**config.mk**
```make
export PLATFORM = sky130hd
export DESIGN_NAME = jp_lift_process
export DESIGN_NICKNAME = d
export VERILOG_FILES = /design/src/rtl/jp_pkg.sv /design/src/rtl/jp_lane_alu.sv /design/src/rtl/ram_res.sv /design/src/rtl/jp_lift_process.sv
export SDC_FILE = /design/constraint.sdc
export NUM_CORES = 2
export LEC_CHECK = 0
export ABC_AREA = 0
export BUFFER_PORTS_ARGS = -buffer_cell sky130_fd_sc_hd__clkbuf_2
export CORE_ASPECT_RATIO = 0.75
export CORE_MARGIN = 3
export CORE_UTILIZATION = 50
export DETAILED_ROUTE_END_ITERATION = 10
export GPL_TIMING_DRIVEN = 0
export PLACE_DENSITY = 0.84
export SETUP_SLACK_MARGIN = 0.2
export SYNTH_ARGS = -nofsm -noshare
export SYNTH_HDL_FRONTEND = slang
export SYNTH_SLANG_ARGS = --single-unit
```
**constraint.sdc**
```tcl
create_clock -name clk_fast -period 21.5 [get_ports clk_fast]
set_input_delay 2.15 -clock clk_fast [delete_from_list [all_inputs] [get_ports clk_fast]]
set_output_delay 2.15 -clock clk_fast [all_outputs]
set_load 0.05 [all_outputs]
```
**src/rtl/jp_pkg.sv**
```systemverilog
// Shared constants, opcodes and FSM state type for the 5/3 lifting engine.
// Imported by jp_lane_alu, jp_lift_process and ram_res.
package jp_pkg;

    localparam int LANES    = 16;
    localparam int SAMPLE_W = 9;
    localparam int FLAG_W   = 5;
    localparam int RES_W    = 10;
    localparam int LANE_W   = 4;
    localparam int CNT_W    = 5;
    localparam int ADDR_W   = 10;

    localparam logic [FLAG_W-1:0] FLG_PRED_SUB = 5'd7;
    localparam logic [FLAG_W-1:0] FLG_PRED_ADD = 5'd5;
    localparam logic [FLAG_W-1:0] FLG_UPD_ADD  = 5'd6;
    localparam logic [FLAG_W-1:0] FLG_UPD_SUB  = 5'd4;

    typedef enum logic {
        IDLE = 1'b0,
        RUN  = 1'b1
    } state_t;

endpackage

```
**src/rtl/jp_lane_alu.sv**
```systemverilog
// Single-lane 5/3 predict/update computation, purely combinational.
// Ports: i_l/i_s/i_r 9-bit samples, i_code opcode, o_res wrapped 10-bit result.
module jp_lane_alu
    import jp_pkg::*;
(
    input  logic [SAMPLE_W-1:0] i_l,
    input  logic [SAMPLE_W-1:0] i_s,
    input  logic [SAMPLE_W-1:0] i_r,
    input  logic [FLAG_W-1:0]   i_code,
    output logic [RES_W-1:0]    o_res
);

    logic signed [11:0] w_l;
    logic signed [11:0] w_s;
    logic signed [11:0] w_r;
    logic signed [11:0] w_pred;
    logic signed [11:0] w_upd;
    logic signed [11:0] w_res;

    assign w_l = {3'b000, i_l};
    assign w_s = {3'b000, i_s};
    assign w_r = {3'b000, i_r};

    // Operands are non-negative, so logical shifts are exact.
    assign w_pred = (w_l >> 1) + (w_r >> 1);
    assign w_upd  = (w_l + w_r + 12'sd2) >> 2;

    always_comb begin
        w_res = w_s;
        case (i_code)
            FLG_PRED_SUB: w_res = w_s - w_pred;
            FLG_PRED_ADD: w_res = w_s + w_pred;
            FLG_UPD_ADD:  w_res = w_s + w_upd;
            FLG_UPD_SUB:  w_res = w_s - w_upd;
            default:      w_res = w_s;
        endcase
    end

    // Two's-complement wrap to the output width, no saturation.
    assign o_res = w_res[RES_W-1:0];

endmodule

```
**src/rtl/ram_res.sv**
```systemverilog
// Result store: 1024 x 10, synchronous write, combinational read.
// Ports: i_clk, i_we, i_waddr, i_wdata, i_raddr, o_rdata (old data on collision).
module ram_res
    import jp_pkg::*;
(
    input  logic              i_clk,
    input  logic              i_we,
    input  logic [ADDR_W-1:0] i_waddr,
    input  logic [RES_W-1:0]  i_wdata,
    input  logic [ADDR_W-1:0] i_raddr,
    output logic [RES_W-1:0]  o_rdata
);

    logic [RES_W-1:0] r_mem [2**ADDR_W];

    always_ff @(posedge i_clk) begin
        if (i_we) begin
            r_mem[i_waddr] <= i_wdata;
        end
    end

    assign o_rdata = r_mem[i_raddr];

endmodule

```
**src/rtl/jp_lift_process.sv**
```systemverilog
// Sixteen-lane 5/3 lifting engine: captures one word, streams 16 lane results.
// Ports: clk_fast, rst (async high), left_s_i/sam_s_i/right_s_i 144b, flgs_s_i 80b,
//   update_s start; res_out_x, res_lane, res_valid, noupdate_s (idle/ready).
// Macro JP_RES_RAM_EN adds an internal result store with res_rd_addr/res_rd_data.
module jp_lift_process
    import jp_pkg::*;
(
    input  logic                       clk_fast,
    input  logic                       rst,
    input  logic [LANES*SAMPLE_W-1:0]  left_s_i,
    input  logic [LANES*SAMPLE_W-1:0]  sam_s_i,
    input  logic [LANES*SAMPLE_W-1:0]  right_s_i,
    input  logic [LANES*FLAG_W-1:0]    flgs_s_i,
    input  logic                       update_s,
`ifdef JP_RES_RAM_EN
    input  logic [ADDR_W-1:0]          res_rd_addr,
    output logic [RES_W-1:0]           res_rd_data,
`endif
    output logic [RES_W-1:0]           res_out_x,
    output logic [LANE_W-1:0]          res_lane,
    output logic                       res_valid,
    output logic                       noupdate_s
);

    state_t r_state;
    state_t w_next;

    logic [LANES*SAMPLE_W-1:0] r_left;
    logic [LANES*SAMPLE_W-1:0] r_sam;
    logic [LANES*SAMPLE_W-1:0] r_right;
    logic [LANES*FLAG_W-1:0]   r_flgs;
    logic [CNT_W-1:0]          r_cnt;

    logic w_capture;
    logic w_emit;
    logic w_done;

    logic [LANE_W-1:0]   w_lane;
    logic [SAMPLE_W-1:0] w_l_arr [LANES];
    logic [SAMPLE_W-1:0] w_s_arr [LANES];
    logic [SAMPLE_W-1:0] w_r_arr [LANES];
    logic [FLAG_W-1:0]   w_c_arr [LANES];
    logic [RES_W-1:0]    w_alu;

    always_ff @(posedge clk_fast or posedge rst) begin
        if (rst) begin
            r_state <= IDLE;
        end else begin
            r_state <= w_next;
        end
    end

    // Counter value 16 marks the drain cycle after lane 15 was presented.
    always_comb begin
        w_next    = r_state;
        w_capture = 1'b0;
        w_emit    = 1'b0;
        w_done    = 1'b0;
        case (r_state)
            IDLE: begin
                if (update_s) begin
                    w_capture = 1'b1;
                    w_next    = RUN;
                end
            end
            RUN: begin
                if (r_cnt == CNT_W'(LANES)) begin
                    w_done = 1'b1;
                    w_next = IDLE;
                end else begin
                    w_emit = 1'b1;
                end
            end
            default: w_next = IDLE;
        endcase
    end

    assign w_lane = r_cnt[LANE_W-1:0];

    for (genvar k = 0; k < LANES; k++) begin : g_lane
        assign w_l_arr[k] = r_left[k*SAMPLE_W +: SAMPLE_W];
        assign w_s_arr[k] = r_sam[k*SAMPLE_W +: SAMPLE_W];
        assign w_r_arr[k] = r_right[k*SAMPLE_W +: SAMPLE_W];
        assign w_c_arr[k] = r_flgs[k*FLAG_W +: FLAG_W];
    end

    jp_lane_alu u_alu (
        .i_l    (w_l_arr[w_lane]),
        .i_s    (w_s_arr[w_lane]),
        .i_r    (w_r_arr[w_lane]),
        .i_code (w_c_arr[w_lane]),
        .o_res  (w_alu)
    );

    always_ff @(posedge clk_fast or posedge rst) begin
        if (rst) begin
            r_left     <= '0;
            r_sam      <= '0;
            r_right    <= '0;
            r_flgs     <= '0;
            r_cnt      <= '0;
            res_out_x  <= '0;
            res_lane   <= '0;
            res_valid  <= 1'b0;
            noupdate_s <= 1'b1;
        end else begin
            if (w_capture) begin
                r_left     <= left_s_i;
                r_sam      <= sam_s_i;
                r_right    <= right_s_i;
                r_flgs     <= flgs_s_i;
                r_cnt      <= '0;
                noupdate_s <= 1'b0;
            end
            if (w_emit) begin
                res_out_x <= w_alu;
                res_lane  <= w_lane;
                res_valid <= 1'b1;
                r_cnt     <= r_cnt + 1'b1;
            end
            if (w_done) begin
                res_valid  <= 1'b0;
                noupdate_s <= 1'b1;
            end
        end
    end

`ifdef JP_RES_RAM_EN
    logic [ADDR_W-1:0] res_wr_addr;

    // Address advances with every result written; wraps naturally.
    always_ff @(posedge clk_fast or posedge rst) begin
        if (rst) begin
            res_wr_addr <= '0;
        end else if (w_emit) begin
            res_wr_addr <= res_wr_addr + 1'b1;
        end
    end

    ram_res u_ram_res (
        .i_clk   (clk_fast),
        .i_we    (w_emit),
        .i_waddr (res_wr_addr),
        .i_wdata (w_alu),
        .i_raddr (res_rd_addr),
        .o_rdata (res_rd_data)
    );
`endif

endmodule

```
Yosys cells after proc, flatten, opt, wreduce, memory -nomap -nowiden
Index checks and enable logic that the tools add are counted.
Widths: inputs -> output; s select.
{"block": "word_totals", "reg_bits": 534, "output_inout_bits": 16, "input_bits": 515}
{"block": "classes", "mux": 26, "add_sub_neg": 8, "magnitude_cmp": 1, "bitwise_logic": 2, "eq_ne": 5, "reduce_logical": 3}
{"cell": "$bmux 9 s4", "count": 3}
{"cell": "$mux 9", "count": 6}
{"cell": "$pmux 10 s4", "count": 1}
{"cell": "$bmux 5 s4", "count": 1}
{"cell": "$eq 5x3->1 const B", "count": 4}
{"cell": "$mux 5", "count": 4}
{"cell": "$add 12x3->12 const B", "count": 1}
{"cell": "$add 10x10->10", "count": 1}
{"cell": "$add 9x10->10", "count": 1}
{"cell": "$add 9x9->10", "count": 1}
{"cell": "$mux 1", "count": 10}
{"cell": "$sub 10x10->10", "count": 1}
{"cell": "$sub 9x10->10", "count": 1}
{"cell": "$add 8x8->9", "count": 1}
{"cell": "$reduce_bool 2->1", "count": 3}
{"cell": "$add 5x1->5 const B", "count": 1}
{"cell": "$eq 5x5->1 const B", "count": 1}
{"cell": "$ge 5x5->1 const B", "count": 1}
{"cell": "$not 4->5", "count": 1}
{"cell": "$pmux 1 s2", "count": 1}
{"cell": "$not 1->1", "count": 1}

Longest topological paths before layout
{"block": "logic_depth", "depth_word": 8, "mapped_depth": 29, "depth_no_buf": 24}

Cells and area by module
From an unflattened synthesis, not the netlist that was laid out.
{"block": "hier_totals", "hier_cells": 2908, "area_unflattened_um2": 26196.4}
{"mod": "jp_lift_process", "cells_per_inst": 2639, "area_per_inst_um2": 24242.0, "n_inst": 1}
{"mod": "jp_lane_alu", "cells_per_inst": 269, "area_per_inst_um2": 1954.4, "n_inst": 1}

Worst setup path after synthesis
Ideal clock, no wire load.
{"block": "synth_path", "path_type": "reg-to-reg", "from": "register r_cnt[0]", "to": "register res_out_x[9]", "synth_period_minus_slack_ps": 6979, "t_arrival_ps": 6853, "t_required_ps": 21374, "path_slack_ps": 14521, "stages_incl_launch_ff": 28, "setup_time_ps": 126, "cell_sequence": "dfrtp_1 buf_6 buf_2 buf_2 clkbuf_1 buf_2 mux4_2 mux4_2 fa_1 xor2_1 ha_1 or3b_1 clkbuf_2 a311oi_1 o31a_1 a211oi_2 xnor2_1 inv_1 xnor2_1 ha_1 a21boi_0 o21ai_0 a21oi_1 o21ai_0 a21oi_1 nor2b_1 o2bb2ai_1 o32a_1"}
{"block": "synth_via", "elab_chain_cells": 8, "elab_cells_between_ends": 28}
{"element": "start, declared", "line": "jp_lift_process.sv:32", "source": "logic [CNT_W-1:0] r_cnt;"}
{"element": "start signal, assigned", "line": "jp_lift_process.sv:119", "source": "r_cnt <= r_cnt + 1'b1;"}
{"element": "$not 4->5 (not written as such)"}
{"element": "$bmux 9 s4, on equally long branches", "line": "jp_lift_process.sv:88, jp_lift_process.sv:90"}
{"element": "$mux 9, on equally long branches (2 in a row)", "line": "jp_lift_process.sv:88, jp_lift_process.sv:90"}
{"element": "$add 9x9->10", "line": "jp_lane_alu.sv:26", "source": "assign w_upd = (w_l + w_r + 12'sd2) >> 2;"}
{"element": "$add 12x3->12", "line": "jp_lane_alu.sv:26"}
{"element": "$sub 9x10->10 / $add 9x10->10 (equally long branches)", "line": "jp_lane_alu.sv:34, jp_lane_alu.sv:33"}
{"element": "$pmux 10 s4", "line": "jp_lane_alu.sv:30", "source": "case (i_code)"}
{"element": "end signal, assigned", "line": "jp_lift_process.sv:116", "source": "res_out_x <= w_alu;"}
{"element": "end, declared", "line": "jp_lift_process.sv:19", "source": "output logic [RES_W-1:0] res_out_x,"}
Several ways; a longest one is shown, not always the timed one. The select of a mux whose other input is x is not followed.
A chain may end at the register's enable or synchronous reset.

Worst setup path after layout
{"block": "layout_path", "from": "register r_cnt[1]", "to": "register res_out_x[9]"}
The elaborated chain is that of the path after synthesis.

==> summary.md <==
| Metric | Value |
|---|---|
| Setup repair bufs after CTS | 0 |
| EDFF count, synth | 0 |
| WP data required | 21.96 ns |
| Chip width | 268 um |
| Root Driver | clkbuf_16 |
| Std-Cell Rows | 71 |
| Headroom to the max-slew limit | 24.7% |
| Total wire length | 86800 um |
| Register area share after synthesis | 52.1% |
| Fin. max-slew vios | 0 |
| CP max stage delay | 0.84 ns |
| R2r startpoint | r_cnt[1] |
| Ys Warns | 0 |
| Layout cells sized above 1 | 23.0% |
| Setup Viol. Count Final | 0 |
| Crit-path max FO | 10 |
| Number of detailed-route iterations in the first pass | 6 |
| CTS Buffer Depth | 3 |
| Outcome | finished clean |
| Initial antenna violation count | 8 |
| Clk pin slew, worst setup/hold paths | 0.07 ns |
| Die ar. | 54100 um^2 |
| Mapped Nets | 3327 |
| # port buffers | 530 |
| Top-count cell post-synth | nand2_1 |
| H-tree depth | 2 |
| Num CTS Buffers | 51 |
| Area grow syn2layout | 20.7% |
| Worst Hold Path EP | r_flgs[51] |
| Largest net degree at the start of global routing | 132 |
| Die Ht | 202 um |
| Met1 Usage GRT | 45.2% |
| CP endpoint kind | register |
| Top cell type's share of synthesized area | 52.0% |
| Grt met3 use | 7.90% |
| First-pass GRT wire length | 130000 um |
| Clock tree sinks | 534 |
| Ratio of final minimum period to clock period | 43.7% |
| Antenna viol nets, final | 0 |
| Ys async rst share | 100% |
| Detailed placer's ending HPWL | 66600 um |
| Worst Max-Slew Pin Slew | 1.13 ns |
| Synthesized cell area | 25600 um^2 |
| Via Count | 22866 |
| Via density | 5.63 |
| Initial drt markers | 2418 |
| CTS tree | done |
| Clk_skew | 0.0237 ns |
| Core Box Area | 50500 um^2 |
| Final cell count without fillers | 4062 |
| Final nets | 3914 |
| DR DRC count | 0 |
| RSZ-0062 raised after global routing | false |
| Placed Cells incl. Taps | 3968 |
| Critical path type | register to register |
| Reg2Reg Depth | 28 |
| Dominant cell type by area after synthesis | dfrtp_1 |
| Final Hold Viols | 0 |
| Synth cell count leaders | 1588 x nand2_1, 533 x dfrtp_1, 136 x mux4_2 |
| F_max | 107 MHz |
| Top cells by area, synth | dfrtp_1 52%, nand2_1 23%, mux4_2 12% |
| Skew-Pair Late Insertion Delay | 0.60 ns |
| Distinct cells, synth | 70 |
| Num ports | 531 |
| Gp weighted congestion | 0.911 |
| GRT Residual Overflow | 0 |
| Cell count after synthesis | 2777 |
| CP arrival | 9.85 ns |
| Met2 Track Usage GR | 48.7% |
| Syn avg cell area | 9.24 um^2 |
| Number of global-route vias before repair | 22755 |
| Max_cap viols | 0 |
| Min-delay src | r_flgs[51] |
| Hold-fix buffers at CTS | 0 |
| Hold depth | 2 |
| Total GRT Usage | 32.1% |
| Main synth FF type | dfrtp_1 |
| Resize count post-CTS | 0 |
| Min-Delay Path Class | register to register |
| RR Endpoint | res_out_x[9] |
| Synth Register Bits | 534 |
| Minimum clock period | 9.39 ns |
| Startpoint Class | register |
| Routed WL per cell | 21.4 um |
| CP max stage cell | clkbuf_1 |
| R2R setup slack | 12.11 ns |
| Most Crowded Layer GR | met2 |
| Initial core utilization | 50.8% |
| Cell mode on critical path | buf_2 |
## routing by layer
| layer | vias up | part of all wire, % |
|---|---|---|
| met1 | 11227 | 40 |
| met5 | - | 0.028 |
| met3 | 239 | 11 |
| met4 | 4 | 4.2 |
| li1 | 10143 | - |
| met2 | 1253 | 45 |
## cell usage in the layout, fill, tap and decap left out, types with 14 or more instances in the layout
cell	instances
inv_1	28
nor2_1	40
clkbuf_1	143
xor2_1	18
nand2_1	1588
o21ai_0	38
clkbuf_2	531
mux4_2	136
a21oi_1	23
dfrtp_1	533
xnor2_1	22
clkbuf_16	53
ha_1	31
buf_1	14
## worst max-delay path by stage
| stage | endpoint | slack [ns] | depth (start not counted) | from |
|---|---|---|---|---|
| final | res_out_x[9] | 12.11 | 28 | r_cnt[1] |
| after floorplan | r_cnt[0] | 4.43 | 1 | rst |
| after CTS | res_out_x[9] | 12.29 | 28 | r_cnt[1] |
| after detailed placement | res_out_x[9] | 12.34 | 28 | r_cnt[1] |
| after global placement | r_right[114] | -1.00 | 2 | rst |
| after global routing | res_out_x[9] | 11.60 | 28 | r_cnt[1] |
## sequential cells by signal (all words and copies together) (netlist names)
| register | count |
|---|---|
| r_cnt | 5 |
| res_lane | 4 |
| r_right | 144 |
| r_left | 144 |
| r_flgs | 80 |
| res_valid | 1 |
| noupdate_s | 1 |
| r_state | 1 |
| r_sam | 144 |
| res_out_x | 10 |
## worst max-delay path: cells and delay by family (launching register included)
kind,cells,cell delay [ns]
compound gates,10,1.95
simple gates,2,0.44
fa+ha+maj,3,1.08
xor+xnor,3,0.94
flops,1,0.49
mux,2,1.09
buf+inv,8,3.24
## layout make-up
class	instances	area (um^2)
Inverter	31	129
Multi-Input combinational cell	2050	11500
Buffer	162	637
Clock buffer	72	1480
Sequential cell	534	13400
Timing Repair Buffer	534	2760
Antenna cell	3	7.51
Tap cell	657	822
Fill cell	4091	19500
Clock inverter	19	228
## kinds of logic (layout without fill, tap and decap cells)
| kind of cell | after synthesis | in the layout | share of synthesized area, % |
|---|---|---|---|
| buf+inv | 193 | 818 | 2.96 |
| other cells | 0 | 3 | 0 |
| compound gates | 125 | 125 | 3.32 |
| simple gates | 1696 | 1696 | 25.6 |
| fa+ha+maj | 35 | 35 | 1.82 |
| flops | 534 | 534 | 52.1 |
| xor+xnor | 41 | 41 | 1.43 |
| mux | 153 | 153 | 12.7 |
## through the flow
step	setup slack [ns]	area [um^2]	hold slack, ns	util, %	setup TNS (ns)
2_1_floorplan	4.43	25600	0.437	-	0
3_3_place_gp	-1.00	29100	0.453	57.7	-479.27
3_5_place_dp	12.34	29200	0.457	57.9	0
4_1_cts	12.29	30900	0.473	61.3	0
5_1_grt	11.60	31000	0.491	61.3	0
6_report	12.11	31000	0.472	61.3	0
Power is left out: the tool's default activity adds up to more than one toggle a clock period on the data nets, which glitch-free logic cannot reach.
